===== config.mk =====
export PLATFORM = sky130hd
export DESIGN_NAME = digit_serial_adder
export DESIGN_NICKNAME = d
export VERILOG_FILES = /design/src/rtl/digit_serial_adder.sv
export SDC_FILE = /design/constraint.sdc
export NUM_CORES = 1
export LEC_CHECK = 0
export ABC_AREA = 1
export CAP_MARGIN = 20
export CORE_ASPECT_RATIO = 1.5
export CORE_MARGIN = 5
export CORE_UTILIZATION = 35
export DETAILED_ROUTE_END_ITERATION = 12
export PLACE_DENSITY = 0.56
export REMOVE_ABC_BUFFERS = 1
export SLEW_MARGIN = 15
export SYNTH_ARGS = -nofsm -noshare
export SYNTH_HDL_FRONTEND = slang
export SYNTH_SLANG_ARGS = --single-unit

===== constraint.sdc =====
create_clock -name clk -period 2.2 [get_ports clk]
set_input_delay 0.44 -clock clk [delete_from_list [all_inputs] [get_ports clk]]
set_output_delay 0.44 -clock clk [all_outputs]
set_load 0.01 [all_outputs]

===== src/rtl/digit_serial_adder.sv =====
// Digit-serial adder/subtractor: one DIGIT-bit slice per cycle,
// carry held in a register between slices, start/busy/done handshake.
module digit_serial_adder #(
   parameter int WIDTH = 16,
   parameter int DIGIT = 4
) (
   input  logic             clk,
   input  logic             reset,
   input  logic             start,
   input  logic             sub,
   input  logic [WIDTH-1:0] a,
   input  logic [WIDTH-1:0] b,
   input  logic             cin,
   output logic             busy,
   output logic             done,
   output logic [WIDTH-1:0] sum,
   output logic             cout,
   output logic             ovf
);

   localparam int STEPS = WIDTH / DIGIT;
   localparam int CW    = (STEPS > 1) ? $clog2(STEPS) : 1;

   typedef enum logic [1:0] {
      S_IDLE,
      S_RUN,
      S_DONE
   } state_t;

   state_t           state;
   state_t           state_next;
   logic [WIDTH-1:0] a_sh;
   logic [WIDTH-1:0] b_sh;
   logic [WIDTH-1:0] acc;
   logic             carry;
   logic [CW-1:0]    cnt;

   logic [DIGIT:0]   slice;
   logic [WIDTH-1:0] slice_ext;
   logic [WIDTH-1:0] acc_next;
   logic             msb_cin;
   logic             last;

   // Slice adder; carry into the slice MSB recovered from its sum bit.
   always_comb begin
      slice = {1'b0, a_sh[DIGIT-1:0]}
            + {1'b0, b_sh[DIGIT-1:0]}
            + {{DIGIT{1'b0}}, carry};
      msb_cin = a_sh[DIGIT-1] ^ b_sh[DIGIT-1]
              ^ slice[DIGIT-1];
      slice_ext = WIDTH'(slice[DIGIT-1:0]);
      acc_next = (acc >> DIGIT)
               | (slice_ext << (WIDTH - DIGIT));
      last = (state == S_RUN)
          && (cnt == CW'(STEPS - 1));
   end

   always_ff @(posedge clk) begin
      if (reset) begin
         state <= S_IDLE;
      end else begin
         state <= state_next;
      end
   end

   always_comb begin
      state_next = state;
      busy       = 1'b0;
      done       = 1'b0;
      unique case (state)
         S_IDLE: begin
            if (start) state_next = S_RUN;
         end
         S_RUN: begin
            busy = 1'b1;
            if (last) state_next = S_DONE;
         end
         S_DONE: begin
            done       = 1'b1;
            state_next = S_IDLE;
         end
         default: state_next = S_IDLE;
      endcase
   end

   always_ff @(posedge clk) begin
      if (reset) begin
         a_sh  <= '0;
         b_sh  <= '0;
         acc   <= '0;
         carry <= 1'b0;
         cnt   <= '0;
         sum   <= '0;
         cout  <= 1'b0;
         ovf   <= 1'b0;
      end else begin
         unique case (state)
            S_IDLE: begin
               if (start) begin
                  a_sh  <= a;
                  b_sh  <= sub ? ~b : b;
                  carry <= sub ? 1'b1 : cin;
                  cnt   <= '0;
               end
            end
            S_RUN: begin
               a_sh  <= a_sh >> DIGIT;
               b_sh  <= b_sh >> DIGIT;
               acc   <= acc_next;
               carry <= slice[DIGIT];
               cnt   <= cnt + CW'(1);
               if (last) begin
                  sum  <= acc_next;
                  cout <= slice[DIGIT];
                  ovf  <= msb_cin ^ slice[DIGIT];
               end
            end
            default: begin
            end
         endcase
      end
   end

endmodule


======== After elaboration in Yosys (flattened, before gate mapping) ========
Index checks and enable logic that the tools add are counted.
word-level totals
  register bits after elaboration ......... 71
  latch bits .............................. 0
  RAM bits ................................ 0
  bits in read-only memories .............. 0
  input bits .............................. 37
  memories kept ........................... 0
operators by class
  $add $sub $neg .......................... 3
  multiply operators ...................... 0
  div/mod/pow operators ................... 0
  order comparisons ....................... 0
  eq/ne operators ......................... 5
  shift operators ......................... 0
  multiplexer cells ....................... 15
  bitwise operators ....................... 5
  reduce and logical (&&, ||, !) cells .... 6
operator list
  kind                                                 count
  one-hot mux 16 bit (2 select lines)                  2
  two-way mux 16 bit                                   3
  NOT 16 bit                                           1
  bitwise OR 12 x 16 -> 16 bit                         1
  one-hot mux 2 bit (2 select lines)                   2
  two-way mux 2 bit                                    3
  AND reduction 2 bit                                  3
  adder 4 x 4 -> 5 bit                                 1
  adder 5 x 1 -> 5 bit                                 1
  equality test 2 bit, second input constant           2
  two-way mux 1 bit                                    4
  != test 2 bit, second input constant                 2
  bitwise XOR 1 bit                                    3
  adder 2 x 1 -> 2 bit, second input constant          1
  equality test 2 x 1 -> 1 bit, second input constant  1
  zero test 2 bit                                      1
  one-hot mux 1 bit (2 select lines)                   1
  nonzero test 2 bit                                   1
  logical AND 1 bit                                    1

======== Longest topological paths before layout ========
  word-level depth ........................ 4
  depth in mapped cells ................... 10

======== Least setup slack after synthesis ========
OpenSTA, ideal clock, no wires.
  kind .................................... reg-to-reg
  start ................................... register a_sh[0]
  end ..................................... register acc[13]
  library setup time ...................... 70 ps
  arrival time ............................ 1461 ps
  data required time ...................... 2130 ps
  slack ................................... 669 ps
  stages on the path, launching flop included .. 7
  path buffers ............................ 0
  period minus slack after synthesis ...... 1531 ps
  cells stage by stage .................... dfxtp_1 > fa_1 > inv_1 > fa_1 > inv_1 > o21ai_0 > a21oi_1
between the ends
  longest elaborated chain between the ends .. 3
RTL lines
  item                          line  text
  start: declaration            32    logic [WIDTH-1:0] a_sh;
  start signal: assignment      107   a_sh <= a_sh >> DIGIT;
  adder 4 x 4 -> 5 bit          47    + {1'b0, b_sh[DIGIT-1:0]}
  adder 5 x 1 -> 5 bit          48    + {{DIGIT{1'b0}}, carry};
  bitwise OR 12 x 16 -> 16 bit  53    | (slice_ext << (WIDTH - DIGIT));
  end signal: assignment        109   acc <= acc_next;
  end: declaration              34    logic [WIDTH-1:0] acc;
Every way passes these cells.
A chain may end at the register's enable or synchronous reset.

======== Worst setup path in the final report ========
  start ................................... register state[0]
  end ..................................... output busy
between the ends
  longest elaborated chain between the ends .. 2
RTL lines
  item                          line  text
  start: declaration            30    state_t state;
  start signal: assignment      62    state <= state_next;
  equality test 2 x 1 -> 1 bit  70    unique case (state)
  two-way mux 1 bit             70
  end: declaration              14    output logic busy,
Every way passes these cells.

==> impl_results.html <==
<table>
<tr><th>Metric</th><th>Value</th></tr>
<tr><th colspan="2">Yosys</th></tr>
<tr><td>Yosys warning total</td><td>0</td></tr>
<tr><td>Share of Yosys cell area claimed by the top area cell type</td><td>45.89%</td></tr>
<tr><td>Post-Synthesis Cell Area</td><td>0.002923 sq mm</td></tr>
<tr><td>Top cell type by total area after synthesis</td><td>sky130_fd_sc_hd__dfxtp_1</td></tr>
<tr><td>Top cells by area, synth</td><td>sky130_fd_sc_hd__dfxtp_1, sky130_fd_sc_hd__nand2_1, sky130_fd_sc_hd__nor2_1</td></tr>
<tr><td>Number of instances in the synthesized netlist</td><td>397</td></tr>
<tr><td>Yosys reg bits</td><td>67</td></tr>
<tr><td>Post-synthesis async set-or-reset flop share</td><td>0%</td></tr>
<tr><td>Number of enable-type register cells in the synthesized netlist</td><td>0</td></tr>
<tr><td>Distinct cell type count of the synthesized netlist</td><td>24</td></tr>
<tr><td>Main synth FF type</td><td>sky130_fd_sc_hd__dfxtp_1</td></tr>
<tr><td>Most frequent cell after synthesis</td><td>sky130_fd_sc_hd__nand2_1</td></tr>
<tr><td>Syn_area_per_cell</td><td>7.362 sq um</td></tr>
<tr><td>Top post-synthesis cells by count</td><td>sky130_fd_sc_hd__nand2_1, sky130_fd_sc_hd__dfxtp_1, sky130_fd_sc_hd__nor2_1</td></tr>
<tr><td>Sequential share of the synthesized area</td><td>a little under half</td></tr>
<tr><th colspan="2">STA</th></tr>
<tr><td>Count of final hold-check violations</td><td>0</td></tr>
<tr><td>Min Clock Period, post-route</td><td>1.979 ns</td></tr>
<tr><td>Fmax</td><td>about 500 MHz</td></tr>
<tr><td>Final clock skew</td><td>0.004742 ns</td></tr>
<tr><td>Relative slew margins</td><td>about 64%</td></tr>
<tr><td>RSZ-0062 raised after global routing</td><td>no</td></tr>
<tr><td>Setup WS post-layout</td><td>0.2213 ns</td></tr>
<tr><td>Endpoints failing setup</td><td>0</td></tr>
<tr><td>Final worst path period share</td><td>89.94%</td></tr>
<tr><td>Number of pins with negative max-slew slack in the final report</td><td>0</td></tr>
<tr><td>Worst slew pin tran</td><td>0.5355 ns</td></tr>
<tr><td>Setup TNS Final</td><td>0 ns</td></tr>
<tr><th colspan="2">CTS</th></tr>
<tr><td>Number of gates given a new drive strength after cts</td><td>0</td></tr>
<tr><td>Post-CTS Hold Fix Bufs</td><td>0</td></tr>
<tr><td>Clock buffers created by TritonCTS</td><td>9</td></tr>
<tr><td>Clk Tree Root Cell</td><td>sky130_fd_sc_hd__clkbuf_16</td></tr>
<tr><td>Maximum buffer depth of the clock tree</td><td>2</td></tr>
<tr><td>CTS H-tree depth</td><td>3</td></tr>
<tr><td>Clock tree from TritonCTS</td><td>done</td></tr>
<tr><td>Clock transition time at the flip-flop clock pins of the worst setup and hold paths</td><td>about 0.050 ns</td></tr>
<tr><td>Number of sinks handled by clock tree synthesis</td><td>67</td></tr>
<tr><td>Insertion delay to the later sink of the worst-skew pair</td><td>0.32 ns</td></tr>
<tr><td>Total setup buffers inserted after CTS</td><td>0</td></tr>
<tr><th colspan="2">Pwr</th></tr>
<tr><td>Pwr per Cell Area</td><td>776.9 mW/mm^2</td></tr>
<tr><td>Maximum vdd drop</td><td>0.4742 mV</td></tr>
<tr><td>Clock share of power</td><td>44.0%</td></tr>
<tr><td>Gate power share</td><td>11.7%</td></tr>
<tr><td>Leakage power of the design</td><td>1.673 nW</td></tr>
<tr><td>Total power draw</td><td>2.974 mW</td></tr>
<tr><td>Switch share</td><td>23.16%</td></tr>
<tr><td>Internal power</td><td>approximately 2.3 mW</td></tr>
<tr><td>NetSw</td><td>688.6 uW</td></tr>
<tr><td>Sequential fraction of design power</td><td>44.3%</td></tr>
<tr><th colspan="2">Placement</th></tr>
<tr><td>GPL Wtd Cong</td><td>~0.79</td></tr>
<tr><td>DP HPWL</td><td>4.371 mm</td></tr>
<tr><td>Dpl cell area</td><td>~0.0035 sq mm</td></tr>
<tr><td>Count of buffers from port buffering</td><td>56</td></tr>
<tr><td>Dpl ws</td><td>roughly 0.28 ns</td></tr>
<tr><th colspan="2">Routing</th></tr>
<tr><td>DRT met1 WL</td><td>approximately 2.8 mm</td></tr>
<tr><td>Vias per cell</td><td>~4.5</td></tr>
<tr><td>Routed wire length on met2</td><td>3.099 mm</td></tr>
<tr><td>Post-route DRC violation count</td><td>0</td></tr>
<tr><td>Highest metal layer used by the detailed router</td><td>met4</td></tr>
<tr><td>Vias post-DR</td><td>2525</td></tr>
<tr><td>Avg WL per Cell</td><td>11.40 um</td></tr>
<tr><td>Metal3 WL</td><td>332 um</td></tr>
<tr><td>Drt first pass iters</td><td>4</td></tr>
<tr><td>Total wire length</td><td>6.348 mm</td></tr>
<tr><td>Antenna Violating Nets Remaining</td><td>0</td></tr>
<tr><td>Number of violations reported at the end of detailed-routing iteration 0</td><td>between 90 and 100</td></tr>
<tr><th colspan="2">Layout</th></tr>
<tr><td>Design Area, Final</td><td>0.003827 sq mm</td></tr>
<tr><td>Final #Nets</td><td>491</td></tr>
<tr><td>Fraction of layout cells with a size suffix above 1</td><td>6.416%</td></tr>
<tr><td>Area delta synth-&gt;final</td><td>30.95%</td></tr>
<tr><td>Antenna Diode Count</td><td>0</td></tr>
<tr><th colspan="2">GRT</th></tr>
<tr><td>Via count of the first global-routing pass</td><td>~2400</td></tr>
<tr><td>First-pass GRT wire length</td><td>10.64 mm</td></tr>
<tr><td>Antenna violations before repair</td><td>0</td></tr>
<tr><td>Total global-route track usage</td><td>roughly an eighth</td></tr>
<tr><td>Maximum number of pins on one net before global-route repair</td><td>39</td></tr>
<tr><td>Total grt overflow</td><td>0</td></tr>
<tr><th colspan="2">Die</th></tr>
<tr><td>Total number of placement rows</td><td>40</td></tr>
<tr><td>Floorplan die width</td><td>84.62 um</td></tr>
<tr><td>Total die area</td><td>just over 0.01 sq mm</td></tr>
<tr><td>Num ports</td><td>57</td></tr>
<tr><td>Starting density of the core</td><td>36.05%</td></tr>
<tr><td>Height of the die</td><td>121.9 um</td></tr>
<tr><td>Standard cell core area</td><td>0.008108 sq mm</td></tr>
<tr><th colspan="2">Critical path</th></tr>
<tr><td>Worst path slowest cell</td><td>sky130_fd_sc_hd__clkdlybuf4s50_1</td></tr>
<tr><td>Path type of the worst setup path</td><td>reg2out</td></tr>
<tr><td>Ordered cell list for the critical path</td><td>nand2_4, inv_2, clkdlybuf4s50_1</td></tr>
<tr><td>Worst setup EP type</td><td>output port</td></tr>
<tr><td>CP bufs+invs</td><td>2</td></tr>
<tr><td>CP top delay family</td><td>buffers and inverters</td></tr>
<tr><td>Reg2Reg Setup Slack</td><td>around 0.52 ns</td></tr>
<tr><td>Maximum cell stage delay along the critical path</td><td>roughly 0.53 ns</td></tr>
<tr><td>Crit-path max FO</td><td>18</td></tr>
<tr><td>Arrival time at the worst endpoint</td><td>1.54 ns</td></tr>
<tr><td>Launching element type of the critical path</td><td>flip-flop</td></tr>
<tr><td>Required time of the worst setup path</td><td>~1.8 ns</td></tr>
<tr><th colspan="2">Outcome</th></tr>
<tr><td>Run status</td><td>complete, no violations</td></tr>
<tr><th colspan="2">Flow run</th></tr>
<tr><td>Number of max-cap violations</td><td>0</td></tr>
<tr><th colspan="2">Min path</th></tr>
<tr><td>Type of the worst min-delay path</td><td>reg2reg</td></tr>
</table>
cell families after synthesis:
family	share of synthesized area (%)
AND/OR/NAND/NOR	26.41
flip-flops	45.89
AO/OA/AOI/OAI	11.13
buffers and inverters	8.390
XOR/XNOR	5.094
adder cells (fa/ha/maj)	3.082
state kept, by name, summed over array words and instances (netlist names):
| register | cells |
|---|---|
| acc | 12 |
| carry | 1 |
| sum | 16 |
| ovf | 1 |
| state | 2 |
| a_sh | 16 |
| cout | 1 |
| b_sh | 16 |
| cnt | 2 |
power by group through the flow:
stage	logic (mW)	clock network, mW	registers [mW]
finish	0.347	1.31	1.32
CTS	0.355	1.34	1.32
detailed placement	0.353	0	1.34
global placement	0.347	0	1.34
floorplan	0.199	0	1.33
global route	0.396	1.41	1.32
worst register-to-register path, delay by kind of cell (launching register included):
kind	cells	cell delay, ns
adder cells (fa/ha/maj)	2	0.67
buffers and inverters	2	0.16
flip-flops	1	0.33
AND/OR/NAND/NOR	6	0.41
layout by cell type, fill, tap and decap left out:
| cell | n |
|---|---|
| sky130_fd_sc_hd__a21oi_1 | 19 |
| sky130_fd_sc_hd__nand2_1 | 124 |
| sky130_fd_sc_hd__xnor2_1 | 1 |
| sky130_fd_sc_hd__xor2_1 | 16 |
| sky130_fd_sc_hd__ha_1 | 4 |
| sky130_fd_sc_hd__clkbuf_8 | 3 |
| sky130_fd_sc_hd__fa_1 | 2 |
| sky130_fd_sc_hd__nand2_4 | 1 |
| sky130_fd_sc_hd__inv_2 | 4 |
| sky130_fd_sc_hd__a31oi_1 | 12 |
| sky130_fd_sc_hd__clkbuf_1 | 1 |
| sky130_fd_sc_hd__clkbuf_16 | 9 |
| sky130_fd_sc_hd__o21ai_0 | 27 |
| sky130_fd_sc_hd__or2_2 | 2 |
| sky130_fd_sc_hd__nor2_4 | 1 |
| sky130_fd_sc_hd__clkdlybuf4s50_1 | 56 |
| sky130_fd_sc_hd__a211oi_1 | 2 |
| sky130_fd_sc_hd__buf_12 | 1 |
| sky130_fd_sc_hd__nor2_1 | 40 |
| sky130_fd_sc_hd__dfxtp_1 | 67 |
| sky130_fd_sc_hd__nor2_2 | 1 |
| sky130_fd_sc_hd__inv_1 | 28 |
| sky130_fd_sc_hd__clkinv_2 | 2 |
| sky130_fd_sc_hd__buf_4 | 5 |
| sky130_fd_sc_hd__nand3_1 | 23 |
| sky130_fd_sc_hd__o21ai_1 | 1 |
layout make-up:
cell class	count	area, sq um
fillers	871	4280
flip-flops and latches	67	1341
multi-input cells	276	1336
repair buffers	62	618.1
clock buffers	13	270.3
well taps	105	131.4
inverters	32	120.1
clock inverters	2	10.01
per-stage QoR:
stage               std cells  utilization [%]  hold WS [ns]
floorplan                 375                -        0.4320
finish                    557            47.21        0.4643
global route              557            47.21        0.4843
global placement          542            43.75        0.4495
CTS                       557            47.21        0.4610
detailed placement        542            43.75        0.4532
path summary, 6_finish.rpt:
check        endpoint  cells after the start  startpoint
max reg2reg     carry                     10     a_sh[0]
max              busy                      3    state[0]
min reg2reg  a_sh[14]                      2    a_sh[14]
min          a_sh[14]                      2    a_sh[14]
metal layers:
layer / up-vias / global-route usage (%)
met3: 7 / 3.857
met4: 0 / 3.861
met1: 1114 / 14.51
met2: 51 / 22.70
met5: - / 0
li1: 1353 / -
(Power assumes the default switching activity.)
